## src/rtl/snake_fpga_pkg.sv

```systemverilog
// Shared constants for the snake rendering engine: command encoding,
// screen geometry, FSM states and bus address offset helpers.
package snake_fpga_pkg;

  localparam int MSG_CMD_OFFSET = 28;
  localparam int MSG_CH_OFFSET  = 20;
  localparam int MSG_X_OFFSET   = 8;
  localparam int MSG_Y_OFFSET   = 0;

  localparam int CMD_W = 4;
  localparam int CH_W  = 8;
  localparam int X_W   = 9;
  localparam int Y_W   = 8;

  localparam logic [CMD_W-1:0] CMD_NOP       = 4'd0;
  localparam logic [CMD_W-1:0] CMD_SNAKE_ADD = 4'd1;
  localparam logic [CMD_W-1:0] CMD_SNAKE_DEL = 4'd2;
  localparam logic [CMD_W-1:0] CMD_FOOD_ADD  = 4'd3;
  localparam logic [CMD_W-1:0] CMD_CLEAR     = 4'd4;
  localparam logic [CMD_W-1:0] CMD_CHAR      = 4'd5;

  localparam logic [X_W-1:0] SCREEN_W = 9'd320;
  localparam logic [Y_W-1:0] SCREEN_H = 8'd240;
  localparam logic [X_W-1:0] CHAR_W   = 9'd80;
  localparam logic [Y_W-1:0] CHAR_H   = 8'd60;
  localparam logic [X_W-1:0] X_MAX    = 9'd319;
  localparam logic [Y_W-1:0] Y_MAX    = 8'd239;

  localparam logic [3:0] REG_CMD  = 4'd0;
  localparam logic [3:0] REG_CTRL = 4'd1;

  typedef enum logic [2:0] {
    ST_IDLE,
    ST_DECODE,
    ST_PX_WR,
    ST_CH_WR,
    ST_CLR_WR
  } state_e;

  // Pixel rows are 1024 bytes apart, pixels are 2 bytes wide.
  function automatic logic [31:0] px_offset(input logic [X_W-1:0] x, input logic [Y_W-1:0] y);
    return ({24'd0, y} << 10) + ({23'd0, x} << 1);
  endfunction

  function automatic logic [31:0] ch_offset(input logic [X_W-1:0] x, input logic [Y_W-1:0] y);
    return ({24'd0, y} << 7) + {23'd0, x};
  endfunction

endpackage

```

## src/rtl/snake_fpga_writer.sv

```systemverilog
// Single-beat Avalon-MM write master: a start pulse loads address/data and
// raises the strobe, which stays up until the slave drops waitrequest.
module snake_avalon_writer (
  input  logic        clk,
  input  logic        reset_n,
  input  logic        start_i,
  input  logic [31:0] addr_i,
  input  logic [15:0] data_i,
  input  logic        waitrequest_i,
  output logic [31:0] address_o,
  output logic        write_o,
  output logic [15:0] writedata_o,
  output logic        done_o
);

  logic        write_q;
  logic [31:0] addr_q;
  logic [15:0] data_q;

  assign done_o      = write_q & ~waitrequest_i;
  assign write_o     = write_q;
  assign address_o   = addr_q;
  assign writedata_o = data_q;

  // A start in the same cycle as done chains the next beat without a gap.
  always_ff @(posedge clk or negedge reset_n) begin
    if (!reset_n) begin
      write_q <= 1'b0;
      addr_q  <= '0;
      data_q  <= '0;
    end else if (start_i) begin
      write_q <= 1'b1;
      addr_q  <= addr_i;
      data_q  <= data_i;
    end else if (done_o) begin
      write_q <= 1'b0;
    end
  end

endmodule

```

## src/rtl/snake_fpga.sv

```systemverilog
// Snake rendering engine: takes draw commands from the HPS slave port and
// turns them into pixel/char buffer writes through two Avalon write masters.
module snake_fpga
  import snake_fpga_pkg::*;
#(
  parameter logic [31:0] PX_BASE     = 32'h0800_0000,
  parameter logic [31:0] CH_BASE     = 32'h0900_0000,
  parameter logic [15:0] SNAKE_COLOR = 16'h07E0,
  parameter logic [15:0] FOOD_COLOR  = 16'hF800,
  parameter logic [15:0] BG_COLOR    = 16'h0000
) (
  input  logic        clk,
  input  logic        reset_n,
  output logic [31:0] vga_ch_address,
  output logic        vga_ch_read,
  input  logic        vga_ch_waitrequest,
  input  logic [15:0] vga_ch_readdata,
  output logic        vga_ch_write,
  output logic [15:0] vga_ch_writedata,
  output logic [31:0] vga_px_address,
  output logic        vga_px_read,
  input  logic        vga_px_waitrequest,
  input  logic [15:0] vga_px_readdata,
  output logic        vga_px_write,
  output logic [15:0] vga_px_writedata,
  input  logic [3:0]  hps_address,
  input  logic        hps_read,
  output logic [31:0] hps_readdata,
  input  logic        hps_write,
  input  logic [31:0] hps_writedata,
  output logic        hps_waitrequest
);

  state_e          state_q;
  logic [31:0]     cmd_q;
  logic [31:0]     cmd_count_q;
  logic            err_q;
  logic [X_W-1:0]  clr_x_q;
  logic [Y_W-1:0]  clr_y_q;

  logic [CMD_W-1:0] cmd_code;
  logic [CH_W-1:0]  cmd_ch;
  logic [X_W-1:0]   cmd_x;
  logic [Y_W-1:0]   cmd_y;
  logic             busy, cmd_accept, status_clear;
  logic             px_cmd, px_in_range, ch_in_range, clr_last;
  logic [X_W-1:0]   clr_nx;
  logic [Y_W-1:0]   clr_ny;
  logic [15:0]      px_color;
  logic             px_start, ch_start, px_done, ch_done;
  logic [31:0]      px_addr, ch_addr;
  logic [15:0]      px_data, ch_data;
  logic             unused_bits;

  assign cmd_code = cmd_q[MSG_CMD_OFFSET +: CMD_W];
  assign cmd_ch   = cmd_q[MSG_CH_OFFSET  +: CH_W];
  assign cmd_x    = cmd_q[MSG_X_OFFSET   +: X_W];
  assign cmd_y    = cmd_q[MSG_Y_OFFSET   +: Y_W];

  assign busy         = (state_q != ST_IDLE);
  assign cmd_accept   = hps_write && (hps_address == REG_CMD) && !busy;
  assign status_clear = hps_write && (hps_address == REG_CTRL) && hps_writedata[0];
  // Only command writes stall; the stall lifts in the cycle the engine is idle.
  assign hps_waitrequest = hps_write && (hps_address == REG_CMD) && busy;

  assign px_cmd      = cmd_code inside {CMD_SNAKE_ADD, CMD_SNAKE_DEL, CMD_FOOD_ADD};
  assign px_in_range = (cmd_x < SCREEN_W) && (cmd_y < SCREEN_H);
  assign ch_in_range = (cmd_x < CHAR_W) && (cmd_y < CHAR_H);
  assign clr_last    = (clr_x_q == X_MAX) && (clr_y_q == Y_MAX);

  assign vga_ch_read = 1'b0;
  assign vga_px_read = 1'b0;
  assign unused_bits = ^{vga_ch_readdata, vga_px_readdata, cmd_q[19:17]};

  always_comb begin
    clr_nx = clr_x_q + 9'd1;
    clr_ny = clr_y_q;
    if (clr_x_q == X_MAX) begin
      clr_nx = '0;
      clr_ny = clr_y_q + 8'd1;
    end
  end

  always_comb begin
    case (cmd_code)
      CMD_SNAKE_ADD: px_color = SNAKE_COLOR;
      CMD_FOOD_ADD:  px_color = FOOD_COLOR;
      default:       px_color = BG_COLOR;
    endcase
  end

  always_comb begin
    px_start = 1'b0;
    px_addr  = PX_BASE + px_offset(cmd_x, cmd_y);
    px_data  = px_color;
    ch_start = 1'b0;
    ch_addr  = CH_BASE + ch_offset(cmd_x, cmd_y);
    ch_data  = {8'd0, cmd_ch};
    case (state_q)
      ST_DECODE: begin
        if (px_cmd && px_in_range) px_start = 1'b1;
        if (cmd_code == CMD_CLEAR) begin
          px_start = 1'b1;
          px_addr  = PX_BASE;
          px_data  = BG_COLOR;
        end
        if (cmd_code == CMD_CHAR && ch_in_range) ch_start = 1'b1;
      end
      ST_CLR_WR: begin
        px_data = BG_COLOR;
        if (px_done && !clr_last) begin
          px_start = 1'b1;
          px_addr  = PX_BASE + px_offset(clr_nx, clr_ny);
        end
      end
      default: ;
    endcase
  end

  always_comb begin
    hps_readdata = '0;
    if (hps_read) begin
      case (hps_address)
        REG_CMD:  hps_readdata = {30'd0, err_q, busy};
        REG_CTRL: hps_readdata = cmd_count_q;
        default:  hps_readdata = '0;
      endcase
    end
  end

  always_ff @(posedge clk or negedge reset_n) begin
    if (!reset_n) begin
      state_q     <= ST_IDLE;
      cmd_q       <= '0;
      cmd_count_q <= '0;
      err_q       <= 1'b0;
      clr_x_q     <= '0;
      clr_y_q     <= '0;
    end else begin
      case (state_q)
        ST_IDLE: begin
          if (cmd_accept) begin
            cmd_q   <= hps_writedata;
            state_q <= ST_DECODE;
          end
        end
        ST_DECODE: begin
          state_q <= ST_IDLE;
          if (px_cmd) begin
            if (px_in_range) state_q <= ST_PX_WR;
            else             err_q   <= 1'b1;
          end else if (cmd_code == CMD_CLEAR) begin
            clr_x_q <= '0;
            clr_y_q <= '0;
            state_q <= ST_CLR_WR;
          end else if (cmd_code == CMD_CHAR) begin
            if (ch_in_range) state_q <= ST_CH_WR;
            else             err_q   <= 1'b1;
          end
        end
        ST_PX_WR: begin
          if (px_done) begin
            cmd_count_q <= cmd_count_q + 32'd1;
            state_q     <= ST_IDLE;
          end
        end
        ST_CH_WR: begin
          if (ch_done) begin
            cmd_count_q <= cmd_count_q + 32'd1;
            state_q     <= ST_IDLE;
          end
        end
        ST_CLR_WR: begin
          if (px_done) begin
            if (clr_last) begin
              cmd_count_q <= cmd_count_q + 32'd1;
              state_q     <= ST_IDLE;
            end else begin
              clr_x_q <= clr_nx;
              clr_y_q <= clr_ny;
            end
          end
        end
        default: state_q <= ST_IDLE;
      endcase
      // A software clear wins over a same-cycle completion or error.
      if (status_clear) begin
        err_q       <= 1'b0;
        cmd_count_q <= '0;
      end
    end
  end

  snake_avalon_writer u_px_writer (
    .clk           (clk),
    .reset_n       (reset_n),
    .start_i       (px_start),
    .addr_i        (px_addr),
    .data_i        (px_data),
    .waitrequest_i (vga_px_waitrequest),
    .address_o     (vga_px_address),
    .write_o       (vga_px_write),
    .writedata_o   (vga_px_writedata),
    .done_o        (px_done)
  );

  snake_avalon_writer u_ch_writer (
    .clk           (clk),
    .reset_n       (reset_n),
    .start_i       (ch_start),
    .addr_i        (ch_addr),
    .data_i        (ch_data),
    .waitrequest_i (vga_ch_waitrequest),
    .address_o     (vga_ch_address),
    .write_o       (vga_ch_write),
    .writedata_o   (vga_ch_writedata),
    .done_o        (ch_done)
  );

endmodule

```

## config.mk

```make
export PLATFORM = sky130hd
export DESIGN_NAME = snake_fpga
export DESIGN_NICKNAME = d
export VERILOG_FILES = /design/src/rtl/snake_fpga_pkg.sv /design/src/rtl/snake_fpga_writer.sv /design/src/rtl/snake_fpga.sv
export SDC_FILE = /design/constraint.sdc
export NUM_CORES = 1
export LEC_CHECK = 0
export BUFFER_PORTS_ARGS = -buffer_cell sky130_fd_sc_hd__buf_2
export CORE_MARGIN = 2
export CORE_UTILIZATION = 52
export DETAILED_ROUTE_END_ITERATION = 10
export PLACE_DENSITY = 0.81
export SETUP_SLACK_MARGIN = 0.02
export SYNTH_ARGS = -nofsm -noshare
export SYNTH_HDL_FRONTEND = slang
export SYNTH_SLANG_ARGS = --single-unit
```

## constraint.sdc

```tcl
create_clock -name clk -period 2.75 [get_ports clk]
set_input_delay 0.275 -clock clk [delete_from_list [all_inputs] [get_ports clk]]
set_output_delay 0.275 -clock clk [all_outputs]
set_load 0.02 [all_outputs]
```

==> impl_metrics.json <==
{
  "status": "finished clean",
  "hp-class": "input pin to register",
  "crit_required_ps": 3090,
  "hold_path_depth": 3,
  "critical_path_buf_inv_count": 1,
  "whs_ps": 65.44,
  "top_layer": "met4",
  "vdd_ir_drop_max_mv": 0.6104,
  "drt-met1-wl_um": 6925,
  "max_stage_delay_ps": 410,
  "cap_viol_max_count": 0,
  "wl_per_cell_um": 16.23,
  "clk_path_buf_depth": 2,
  "synth_top_area_share_pct": 47.18,
  "r2r-end": "cmd_count_q[4]",
  "clkSinkCount": 129,
  "gp_congestion": 0.8794,
  "p_leak_nw": 3.899,
  "fmax_mhz": 397.1,
  "cp-start-kind": "register",
  "layout-drive-gt1-share_pct": 29.26,
  "yosys_warnings": 0,
  "critPathTopFamily": "simple AND/OR/NAND/NOR gates",
  "grtUsageTotal_pct": 23.74,
  "fill_cells": 1051,
  "wl_met2_um": 7934,
  "hold_viol": 0,
  "cts_resized": 0,
  "grt-ovfl-total": 0,
  "ant_nets": 0,
  "worstPathCellList": "ha_1, nand4_1, nor4_4, a21oi_1, buf_4, or3_1, a21oi_1",
  "start_util_pct": 53.78,
  "num_vias": 5605,
  "grt_pass1_wl_um": 26720,
  "grt_max_degree": 59,
  "clk-insertion-delay-late_ps": 420,
  "crit_path_max_fanout": 18,
  "setup_viol": 0,
  "drcViolationCount": 0,
  "period_share_pct": 91.57,
  "slew_viol_final": 0,
  "crit_slowest_cell": "dfrtp_1",
  "rsz0062_at_grt": "false",
  "synth_cells": 693,
  "wl_um": 16330,
  "cts_max_level": 4,
  "timing.setup.tns_ps": 0,
  "r2r-start": "clr_x_q[0]",
  "reg2reg_depth": 7,
  "synth_edf_count": 0,
  "pin_count": 207,
  "yosysSeqAreaShare_pct": 47.18,
  "synth_ff_type": "dfrtp_1",
  "syn_area_per_cell_um2": 9.872,
  "die_area_um2": 14090,
  "synth_area_um2": 6842,
  "cp_data_arrival_time_ps": 2860,
  "min_to": "cmd_q[29]",
  "core_area_um2": 12720,
  "antenna_cells": 0,
  "die_width_um": 118.7,
  "hpwl_um": 11330,
  "min_from": "hps_writedata[29]",
  "cts_tree": "yes",
  "drtPass1Iterations": 5,
  "clk_pin_slew_ps": 60,
  "rows": 41,
  "viasPerCell": 5.572,
  "crit_type": "register to register",
  "grt_pass1_vias": 5323,
  "rrSetupSlack_ps": 230,
  "wl_met3_um": 1273,
  "critPathCaptureType": "register",
  "cp_common_cell": "a21oi_1",
  "synth-async-reset-ratio_pct": 100.0,
  "clk_root_buffer_cell": "clkbuf_16",
  "numPortBuffers": 128,
  "min_period_ps": 2518,
  "skew_ps": 8.078,
  "cts_buffers": 17,
  "synth_top_area_cell": "dfrtp_1",
  "syn2layout_area_growth_pct": 18.95,
  "synth.distinct_cells": 60,
  "dieHeight_um": 118.7,
  "slew_headroom_pct": 21.97,
  "worst_slew_pin_slew_ps": 1170,
  "synth.top_cells.by_area": "dfrtp_1 (47%), mux2_2 (7.2%), buf_4 (5.8%), a21oi_1 (3.6%), nand2_1 (3.0%)",
  "antenna_found_initial": 0,
  "p_per_area_nw_per_um2": 718.1,
  "drt_iter0_drc": 545,
  "layout.nets": 901,
  "synth-seq-cells": 129
}
Yosys cell counts (all sizes together) (2+ instances only):
cell type,number
o31ai,21
a211oi,5
or4,23
or2,5
nand2b,6
nor2b,5
nand4b,2
o21bai,2
nor3,11
or3,12
nor2,40
a21oi,50
xnor2,10
a221o,2
mux2i,7
nor4,6
o21ai,37
buf,69
a31oi,5
clkbuf,19
a21o,5
and2,30
nand3,24
o21a,2
ha,5
xor2,5
a22oi,2
nand4,12
inv,14
a221oi,2
nand2,55
and3,6
nor3b,2
o22ai,2
mux2,44
or3b,2
dfrtp,129
flip-flops by register name, indices dropped and copies added, names as in the netlist:
| signal | count |
|---|---|
| u_px_writer.writedata_o | 2 |
| u_ch_writer.write_o | 1 |
| u_ch_writer.address_o | 17 |
| u_px_writer.address_o | 18 |
| state_q | 3 |
| clr_y_q | 8 |
| clr_x_q | 9 |
| err_q | 1 |
| cmd_count_q | 32 |
| u_px_writer.write_o | 1 |
| cmd_q | 29 |
| u_ch_writer.writedata_o | 8 |
area by class of cell:
type | count | area (um^2) | area share (%)
Multi-Input combinational cell | 504 | 3179 | 39.07
Inverter | 14 | 52.55 | 0.6458
Clock inverter | 12 | 132.6 | 1.630
Timing Repair Buffer | 155 | 873.3 | 10.73
Sequential cell | 129 | 3228 | 39.67
Clock buffer | 20 | 456.7 | 5.612
Tap cell | 172 | 215.2 | 2.645
metrics by stage:
stage               area [um^2]  worst slack, ps  instances  utilization [%]  power (mW)
floorplan                  6999            489.6        735                -       3.248
global placement           7538            329.6        973            59.25       3.569
detailed placement         7538            263.0        973            59.25       3.622
CTS                        8138            202.8       1006            63.97       5.879
global route               8138            45.77       1006            63.97       6.130
finish                     8138            231.9       1006            63.97       5.844
where the power goes:
group | leakage [nW] | internal, mW | total, mW | switching [mW]
registers | 1.71 | 2.22 | 2.53 | 0.310
logic | 1.91 | 0.443 | 1.08 | 0.632
clock network | 0.282 | 1.38 | 2.24 | 0.854
cell families (layout without fill, tap and decap cells):
logic type | count (synthesis) | after routing | synth area share, %
and+or+nand+nor | 247 | 247 | 19.90
AOI/OAI and AO/OA | 142 | 142 | 12.71
xor gates and xnor gates | 15 | 15 | 1.920
adders and majority gates | 6 | 6 | 1.207
buffers and inverters | 102 | 201 | 8.760
DFF | 129 | 129 | 47.18
other | 1 | 43 | 0.05481
muxes | 51 | 51 | 8.266
tightest hold or removal path, stage by stage:
cell	delay, ps
buf_2	80
nand2_1	30
o21ai_0	60
placed cells by master, fill, tap and decap left out, types with 17 or more instances in the layout:
cell,n
a21oi_1,49
and2_1,30
buf_2,127
buf_4,25
clkbuf_16,17
conb_1,43
dfrtp_1,129
mux2_2,44
nand2_1,55
nand3_1,24
nor2_1,39
o21ai_0,37
o31ai_1,21
or4_1,23
routing by layer:
layer  track usage, %  vias to the layer above
met2            37.93                      232
met4            7.217                        0
met5                0                        -
met1            30.83                     2698
met3            7.674                       18
li1                 -                     2657
worst max-delay path by stage:
stage,from,to,depth (start not counted)
floorplan,u_px_writer.write_o,cmd_count_q[31],6
global placement,clr_x_q[0],cmd_count_q[4],7
detailed placement,clr_x_q[0],cmd_count_q[4],7
CTS,clr_x_q[0],cmd_count_q[4],7
global route,clr_x_q[0],cmd_count_q[4],7
finish,clr_x_q[0],cmd_count_q[4],7
what timing repair did:
item	CTS	global route
hold buffers	1	0
setup buffers	0	0
hold endpoints to repair	54	0
setup endpoints to repair	0	0
(Power assumes the default switching activity.)
